$ cat src/rtl/rv_wb_bridge.sv
// Memory-stage to Wishbone classic bridge: one transaction at a time through
// IDLE -> BUS -> RESP, with a bus-wait timeout that reports as an error.
module rv_wb_bridge #(
    parameter int unsigned TIMEOUT_CYCLES = 255
) (
    input  logic        i_clk,
    input  logic        i_reset_n,
    input  logic        i_req,
    input  logic        i_we,
    input  logic [31:0] i_addr,
    input  logic [31:0] i_wdata,
    input  logic [3:0]  i_sel,
    output logic        o_busy,
    output logic        o_done,
    output logic        o_err,
    output logic [31:0] o_rdata,
    output logic [31:0] o_wb_adr,
    output logic [31:0] o_wb_dat,
    output logic [3:0]  o_wb_sel,
    output logic        o_wb_we,
    output logic        o_wb_stb,
    output logic        o_wb_cyc,
    input  logic [31:0] i_wb_dat,
    input  logic        i_wb_ack,
    input  logic        i_wb_err
);

    typedef enum logic [1:0] {
        S_IDLE = 2'd0,
        S_BUS  = 2'd1,
        S_RESP = 2'd2
    } state_t;

    localparam logic [15:0] CNT_LAST = 16'(TIMEOUT_CYCLES - 1);

    state_t      state_q, state_d;
    logic [15:0] cnt_q, cnt_d;
    logic        err_q, err_d;
    logic [31:0] adr_q, adr_d;
    logic [31:0] dat_q, dat_d;
    logic [3:0]  sel_q, sel_d;
    logic        we_q, we_d;
    logic [31:0] rdata_q, rdata_d;

    always_ff @(posedge i_clk or negedge i_reset_n) begin
        if (!i_reset_n) begin
            state_q <= S_IDLE;
            cnt_q   <= '0;
            err_q   <= 1'b0;
            adr_q   <= '0;
            dat_q   <= '0;
            sel_q   <= '0;
            we_q    <= 1'b0;
            rdata_q <= '0;
        end else begin
            state_q <= state_d;
            cnt_q   <= cnt_d;
            err_q   <= err_d;
            adr_q   <= adr_d;
            dat_q   <= dat_d;
            sel_q   <= sel_d;
            we_q    <= we_d;
            rdata_q <= rdata_d;
        end
    end

    always_comb begin
        state_d = state_q;
        cnt_d   = cnt_q;
        err_d   = err_q;
        adr_d   = adr_q;
        dat_d   = dat_q;
        sel_d   = sel_q;
        we_d    = we_q;
        rdata_d = rdata_q;
        case (state_q)
            S_IDLE: begin
                if (i_req) begin
                    // An all-zero byte select has nothing to transfer: complete without a bus cycle.
                    if (i_sel != 4'd0) begin
                        adr_d   = i_addr;
                        dat_d   = i_wdata;
                        sel_d   = i_sel;
                        we_d    = i_we;
                        cnt_d   = '0;
                        state_d = S_BUS;
                    end else begin
                        err_d   = 1'b0;
                        state_d = S_RESP;
                    end
                end
            end
            S_BUS: begin
                if (i_wb_err) begin
                    err_d   = 1'b1;
                    state_d = S_RESP;
                end else if (i_wb_ack) begin
                    if (!we_q) begin
                        rdata_d = i_wb_dat;
                    end
                    err_d   = 1'b0;
                    state_d = S_RESP;
                end else if (cnt_q == CNT_LAST) begin
                    err_d   = 1'b1;
                    state_d = S_RESP;
                end else begin
                    cnt_d = cnt_q + 16'd1;
                end
            end
            S_RESP: begin
                state_d = S_IDLE;
            end
            default: begin
                state_d = S_IDLE;
            end
        endcase
    end

    assign o_busy   = (state_q != S_IDLE);
    assign o_done   = (state_q == S_RESP);
    assign o_err    = (state_q == S_RESP) && err_q;
    assign o_rdata  = rdata_q;
    assign o_wb_cyc = (state_q == S_BUS);
    assign o_wb_stb = (state_q == S_BUS);
    assign o_wb_we  = (state_q == S_BUS) && we_q;
    assign o_wb_adr = adr_q;
    assign o_wb_dat = dat_q;
    assign o_wb_sel = sel_q;

endmodule

$ cat config.mk
export PLATFORM = sky130hd
export DESIGN_NAME = rv_wb_bridge
export DESIGN_NICKNAME = d
export VERILOG_FILES = /design/src/rtl/rv_wb_bridge.sv
export SDC_FILE = /design/constraint.sdc
export NUM_CORES = 1
export LEC_CHECK = 0
export CAP_MARGIN = 10
export CORE_UTILIZATION = 44
export CTS_BUF_LIST = sky130_fd_sc_hd__clkbuf_2 sky130_fd_sc_hd__clkbuf_4 sky130_fd_sc_hd__clkbuf_8
export DETAILED_ROUTE_END_ITERATION = 16
export GPL_ROUTABILITY_DRIVEN = 0
export PLACE_DENSITY = 0.79
export SLEW_MARGIN = 20
export SYNTH_ARGS = -nofsm -noshare
export SYNTH_HDL_FRONTEND = slang
export SYNTH_SLANG_ARGS = --single-unit
$ cat constraint.sdc
create_clock -name i_clk -period 2.2 [get_ports i_clk]
set_input_delay 0.66 -clock i_clk [delete_from_list [all_inputs] [get_ports i_clk]]
set_output_delay 0.66 -clock i_clk [all_outputs]
set_load 0.1 [all_outputs]
==> reports/results.txt, run 1 <==
run status: finished, final reports clean
layout cells sized above 1: 48.25%
vias: 3791
Arr. time, crit path: 1460 ps
CP top delay family: flip-flops
TritonCTS Buffers: 17
FF+latch count, synth: 120
# H-tree levels: 4
Post-Syn Nets: 450
DR iter-0 viols: 134
Layout Skew: 8.124 ps
Synth area leaders: dfrtp_1 (61%), mux2_2 (23%), buf_2 (1.2%)
Critical Path RT: 1540 ps
grt total ovfl: 0
design area: 7702 um^2
Mapped Cells: 342
maximum buffer depth of the clock tree: 2
setup TNS: 0 ps
Reg clk slew, reported paths: 70 ps
Post-CTS Hold Buffers: 0
Bufs and invs on worst path: 2
router iterations before antenna repair: 4
# Max-Cap Violations: 0
Initial Utilization: 45.19%
FF-to-FF End: cnt_q[3]
reg-to-reg slack, setup: 200 ps
synthesis-to-layout area growth: 57.24%
Tot GR Track Use: 21.85%
Placement Cell Area: 7192 um^2
Final Util: 71.05%
DP Wirelength: 8.801 mm
unrepaired setup endpoints after global routing: false
die area: 11560 um^2
# nets final: 694
Yosys top cell area share: 61.30%
largest area contributor in the netlist: dfrtp_1
sequential-to-total area share from yosys stat: 61.30%
CTS tree: yes
critical path type: register to output port
Core Region: 10840 um^2
vias per std cell: 5.130
Hold Path Class: primary input to async pin
post-route clock period utilization: 96.57%
Final ANT Viol Nets: 0
Tmin final: 2124 ps
buffer type at the clock tree root: clkbuf_8
final count of hold timing violations: 0
Largest stage delay, worst path: 430 ps
crit-path max FO: 5
clk_lat worst skew: 430 ps
# diodes: 0
Synth Warn #: 0
worst r2r path cells: 7
syn_area_per_cell: 14.32 um^2
num rows: 38
Sink Count: 120
Port Buffers: 211
global-route wire length before repair: 19.09 mm
chip height: 107.5 um
CP Cell Sequence: nand2b_4 > inv_4 > and2_4 > buf_12
Crit-path slowest cell: dfrtp_1
Post-synth EDFFs: 0
Yosys cell types: 38
worst-margin pin slew: 631.2 ps
commonest register cell after synthesis: dfrtp_1
initial antenna violation count: 0
critical path launch point type: register
DR DRC count: 0
Peak Freq: 470.7 MHz
Max-slew headroom: 57.92%
WL final: 12.04 mm
io pins: 212
Setup-failing EPs final: 0
max-slew violation count: 0
wire length per cell: 16.29 um
vias in the first global route: 3956
CP Capture Type: output port
Fill cells: 790
synthesized cell area: 4898 um^2
largest net degree at the start of global routing: 121
worst reg2reg path startpoint: cnt_q[0]
die width: 107.5 um
Post-synth ARST share: 100.0%
-- area by class of cell --
class | count | area, um^2 | area share [%]
Sequential cell | 120 | 3004 | 39.00
Timing Repair Buffer | 240 | 2225 | 28.88
Multi-Input combinational cell | 200 | 1818 | 23.60
Clock buffer | 21 | 282.8 | 3.671
Tap cell | 140 | 175.2 | 2.274
Clock inverter | 11 | 168.9 | 2.193
Inverter | 7 | 28.78 | 0.3736
-- Yosys cell counts, types with 3 or more instances --
| cell type | number |
|---|---|
| and3_1 | 4 |
| a31oi_1 | 8 |
| o31ai_1 | 6 |
| mux2_2 | 100 |
| dfrtp_1 | 120 |
| o21ai_0 | 7 |
| nand3_1 | 7 |
| buf_2 | 12 |
| nand2_1 | 15 |
| inv_1 | 7 |
| nand2b_1 | 3 |
| nor3_2 | 3 |
| o41ai_1 | 4 |
| nor2_1 | 8 |
| nand4_1 | 5 |
| and2_1 | 3 |
| o21ai_1 | 4 |
-- how the worst max path moves through the flow --
stage,cells after the start,to,slack [ps],from
final,4,o_wb_we,80,state_q[1]
after CTS,4,o_wb_stb,20,state_q[1]
after global placement,5,o_wb_dat[20],-300,i_sel[0]
after floorplan,2,o_err,20,state_q[0]
after global routing,4,o_wb_we,10,state_q[1]
after detailed placement,5,o_wb_dat[27],-320,i_sel[0]
-- worst reg2reg max path, stage by stage (launching register included) --
cell and delay, ps:
dfrtp_1 440, inv_1 80, ha_1 150, nor4b_1 260, nand2_1 200, o31ai_4 530, o21ai_1 160, o31ai_1 90
-- flip-flops by register name (all words and copies together), names as in the netlist --
signal,count
o_wb_dat,32
o_wb_adr,32
o_wb_sel,4
o_rdata,32
state_q,2
cnt_q,16
err_q,1
we_q,1
-- cells in the final DEF (no fill, tap or decap), drive strengths merged, types with 2 or more instances in the layout --
cell	netlist	routed
clkinv	0	5
nand2b	3	3
nor4	2	2
o41ai	4	4
bufinv	0	4
nor2	8	8
dfrtp	120	120
and2	3	3
a31oi	8	8
and3	4	4
a21oi	2	2
nor3	6	6
o31ai	7	7
inv	7	8
nand2	15	15
buf	15	136
o21ai	12	12
clkbuf	0	21
nand3	9	9
mux2	101	101
nand4	5	5
ha	2	2
clkdlybuf4s50	0	104
-- metrics by stage --
stage | setup WS [ps] | hold WS, ps | instances
floorplan | 19.86 | 364.4 | 342
global placement | -303.6 | 473.0 | 701
detailed placement | -322.0 | 481.2 | 701
CTS | 23.30 | 337.9 | 733
global route | 10.39 | 330.3 | 739
finish | 75.52 | 295.3 | 739
-- routing by layer --
metal | GRT usage [%] | up-vias | part of all wire [%]
li1 | - | 1733 | -
met3 | 8.535 | 21 | 8.7
met5 | 0 | - | 0
met1 | 23.43 | 1860 | 37
met4 | 8.023 | 0 | 1.8
met2 | 38.69 | 177 | 52
-- repair_timing --
| action | 4_1_cts | 5_1_grt |
|---|---|---|
| resized for setup | 6 | 0 |
| setup endpoints to repair | 4 | 3 |
| pin swaps | 0 | 1 |
| endpoints found under the hold margin | 0 | 0 |
| buffers inserted | 0 | 6 |
-- cell families (layout without fill, tap and decap cells) --
family	count (synthesis)	in the layout	synth area share [%]
buffers and inverters	22	279	2.299
muxes	101	101	23.22
adders and majority gates	2	2	0.5108
AOI/OAI and AO/OA	37	37	5.543
and+or+nand+nor	60	60	7.127
DFF	120	120	61.30
Power of run 1 is left out: the tool's default activity adds up to more than one toggle a clock period on the data nets, which glitch-free logic cannot reach.
==> run 2: changes to the inputs <==
--- a/config.mk
+++ b/config.mk
@@ -6,11 +6,12 @@
 export NUM_CORES = 1
 export LEC_CHECK = 0
 export CAP_MARGIN = 10
-export CORE_UTILIZATION = 44
+export CORE_UTILIZATION = 55
 export CTS_BUF_LIST = sky130_fd_sc_hd__clkbuf_2 sky130_fd_sc_hd__clkbuf_4 sky130_fd_sc_hd__clkbuf_8
 export DETAILED_ROUTE_END_ITERATION = 16
+export DONT_BUFFER_PORTS = 1
 export GPL_ROUTABILITY_DRIVEN = 0
-export PLACE_DENSITY = 0.79
+export PLACE_DENSITY = 0.66
 export SLEW_MARGIN = 20
 export SYNTH_ARGS = -nofsm -noshare
 export SYNTH_HDL_FRONTEND = slang
==> reports/results.txt, run 2 (same netlist as run 1, synthesis figures left out) <==
run status: finished, violations left (was finished, final reports clean)
failing checks: negative hold slack
wire length per cell: 20.77 um (was 16.29 um)
leading cell types in the layout, fill and taps excluded: dfrtp_1 (120), mux2_2 (100), clkbuf_8 (17), nand2_1 (15), buf_4 (9) (was buf_4 (123), dfrtp_1 (119), clkdlybuf4s50_1 (104), mux2_2 (100), clkbuf_8 (20))
vias per std cell: 6.050 (was 5.130)
Top Usage Layer GRT: met2 (unchanged)
CTS tree: yes (unchanged)
die area: 9288 um^2 (was 11560 um^2)
DR iter-0 viols: 118 (was 134)
num rows: 34 (was 38)
largest net degree at the start of global routing: 121 (unchanged)
io pins: 212 (unchanged)
dpl ws: 97.14 ps (was -322.0 ps)
Hold Slack: -69.40 ps (was 295.3 ps)
Tmin final: 2152 ps (was 2124 ps)
# H-tree levels: 4 (unchanged)
M3 GR Usage: 9.859% (was 8.535%)
die width: 96.38 um (was 107.5 um)
Layout Skew: 10.56 ps (was 8.124 ps)
final count of hold timing violations: 120 (was 0)
Hold Path Class: primary input to async pin (unchanged)
Final ANT Viol Nets: 0 (unchanged)
WL final: 10.01 mm (was 12.04 mm)
maximum buffer depth of the clock tree: 2 (unchanged)
critical path launch point type: register (unchanged)
vias in the first global route: 2929 (was 3956)
Core Region: 8678 um^2 (was 10840 um^2)
layout cells sized above 1: 44.65% (was 48.25%)
vias: 2916 (was 3791)
# diodes: 0 (unchanged)
worst-margin pin slew: 938.0 ps (was 631.2 ps)
synthesis-to-layout area growth: 13.44% (was 57.24%)
initial antenna violation count: 0 (unchanged)
Peak Freq: 464.7 MHz (was 470.7 MHz)
Sink Count: 120 (unchanged)
Arr. time, crit path: 1490 ps (was 1460 ps)
Largest stage delay, worst path: 430 ps (about the same)
worst reg2reg path startpoint: state_q[1] (was cnt_q[0])
CP Capture Type: output port (unchanged)
Critical Path RT: 1540 ps (about the same)
TritonCTS Buffers: 17 (unchanged)
unrepaired setup endpoints after global routing: true (was false)
# nets final: 470 (was 694)
# Max-Cap Violations: 0 (unchanged)
most common cell after layout, fill and taps aside: dfrtp_1 (was buf_4)
CP top delay family: simple AND/OR/NAND/NOR gates (was flip-flops)
Port Buffers: 0 (was 211)
grt total ovfl: 0 (unchanged)
post-route clock period utilization: 97.82% (was 96.57%)
setup TNS: 0 ps (unchanged)
clk_lat worst skew: 420 ps (was 430 ps)
Bufs and invs on worst path: 1 (was 2)
Initial Utilization: 56.44% (was 45.19%)
Setup-failing EPs final: 0 (unchanged)
crit path launch: state_q[1] (unchanged)
Fill cells: 677 (was 790)
CP Cell Sequence: nand2b_4 > inv_8 > and2_4 (was nand2b_4 > inv_4 > and2_4 > buf_12)
buffer type at the clock tree root: clkbuf_8 (unchanged)
max-slew violation count: 0 (unchanged)
Tot GR Track Use: 21.79% (was 21.85%)
router iterations before antenna repair: 6 (was 4)
Final Util: 64.03% (was 71.05%)
critical path type: register to output port (unchanged)
Max-slew headroom: 37.46% (was 57.92%)
DP Wirelength: 7.046 mm (was 8.801 mm)
worst setup margin: 47.97 ps (was 75.52 ps)
GR Util met1: 24.54% (was 23.43%)
Reg clk slew, reported paths: 70 ps (about the same)
global-route wire length before repair: 14.59 mm (was 19.09 mm)
M2 GR Usage: 35.99% (was 38.69%)
crit-path max FO: 10 (was 5)
Crit-path slowest cell: dfrtp_1 (unchanged)
DR DRC count: 0 (unchanged)
chip height: 96.38 um (was 107.5 um)
## run 2: final cells by class
cell class              instances  area, um^2  area share, %
well taps                     108       135.1          2.432
clock buffers                  20       256.5          4.616
flip-flops and latches        120        3003          54.04
repair buffers                 16       207.7          3.738
inverters                       7       33.78         0.6080
clock inverters                11       102.6          1.846
multi-input cells             200        1818          32.72
## run 2: final timing paths
path	slack (ps)	cells after the start	to
worst max-delay path	50	3	o_wb_we
min in group i_clk	370	1	o_rdata[6]
worst min register to register	490	1	cnt_q[15]
worst max register to register	110	6	cnt_q[9]
max in group asynchronous	2090	0	o_wb_dat[2]
worst min-delay path	-70	0	cnt_q[6]
## run 2: metal layers
metal	share of wire (%)	vias up
met1	36	1469
met4	1.8	0
li1	-	1278
met5	0	-
met3	10	16
met2	52	153
## run 2: per-stage QoR
stage | cell area [um^2] | instances
global route | 5557 | 482
floorplan | 4916 | 342
global placement | 5172 | 450
CTS | 5554 | 482
finish | 5557 | 482
detailed placement | 5172 | 450
## run 2: timing repair
item                       4_1_cts  5_1_grt
cloned                           0        0
setup buffers                    1        0
setup endpoints to repair        3        1
hold endpoints to repair       120      120
pin swaps                        1        0
gates resized for setup          5        1
Power of run 2 is left out for the same reason.
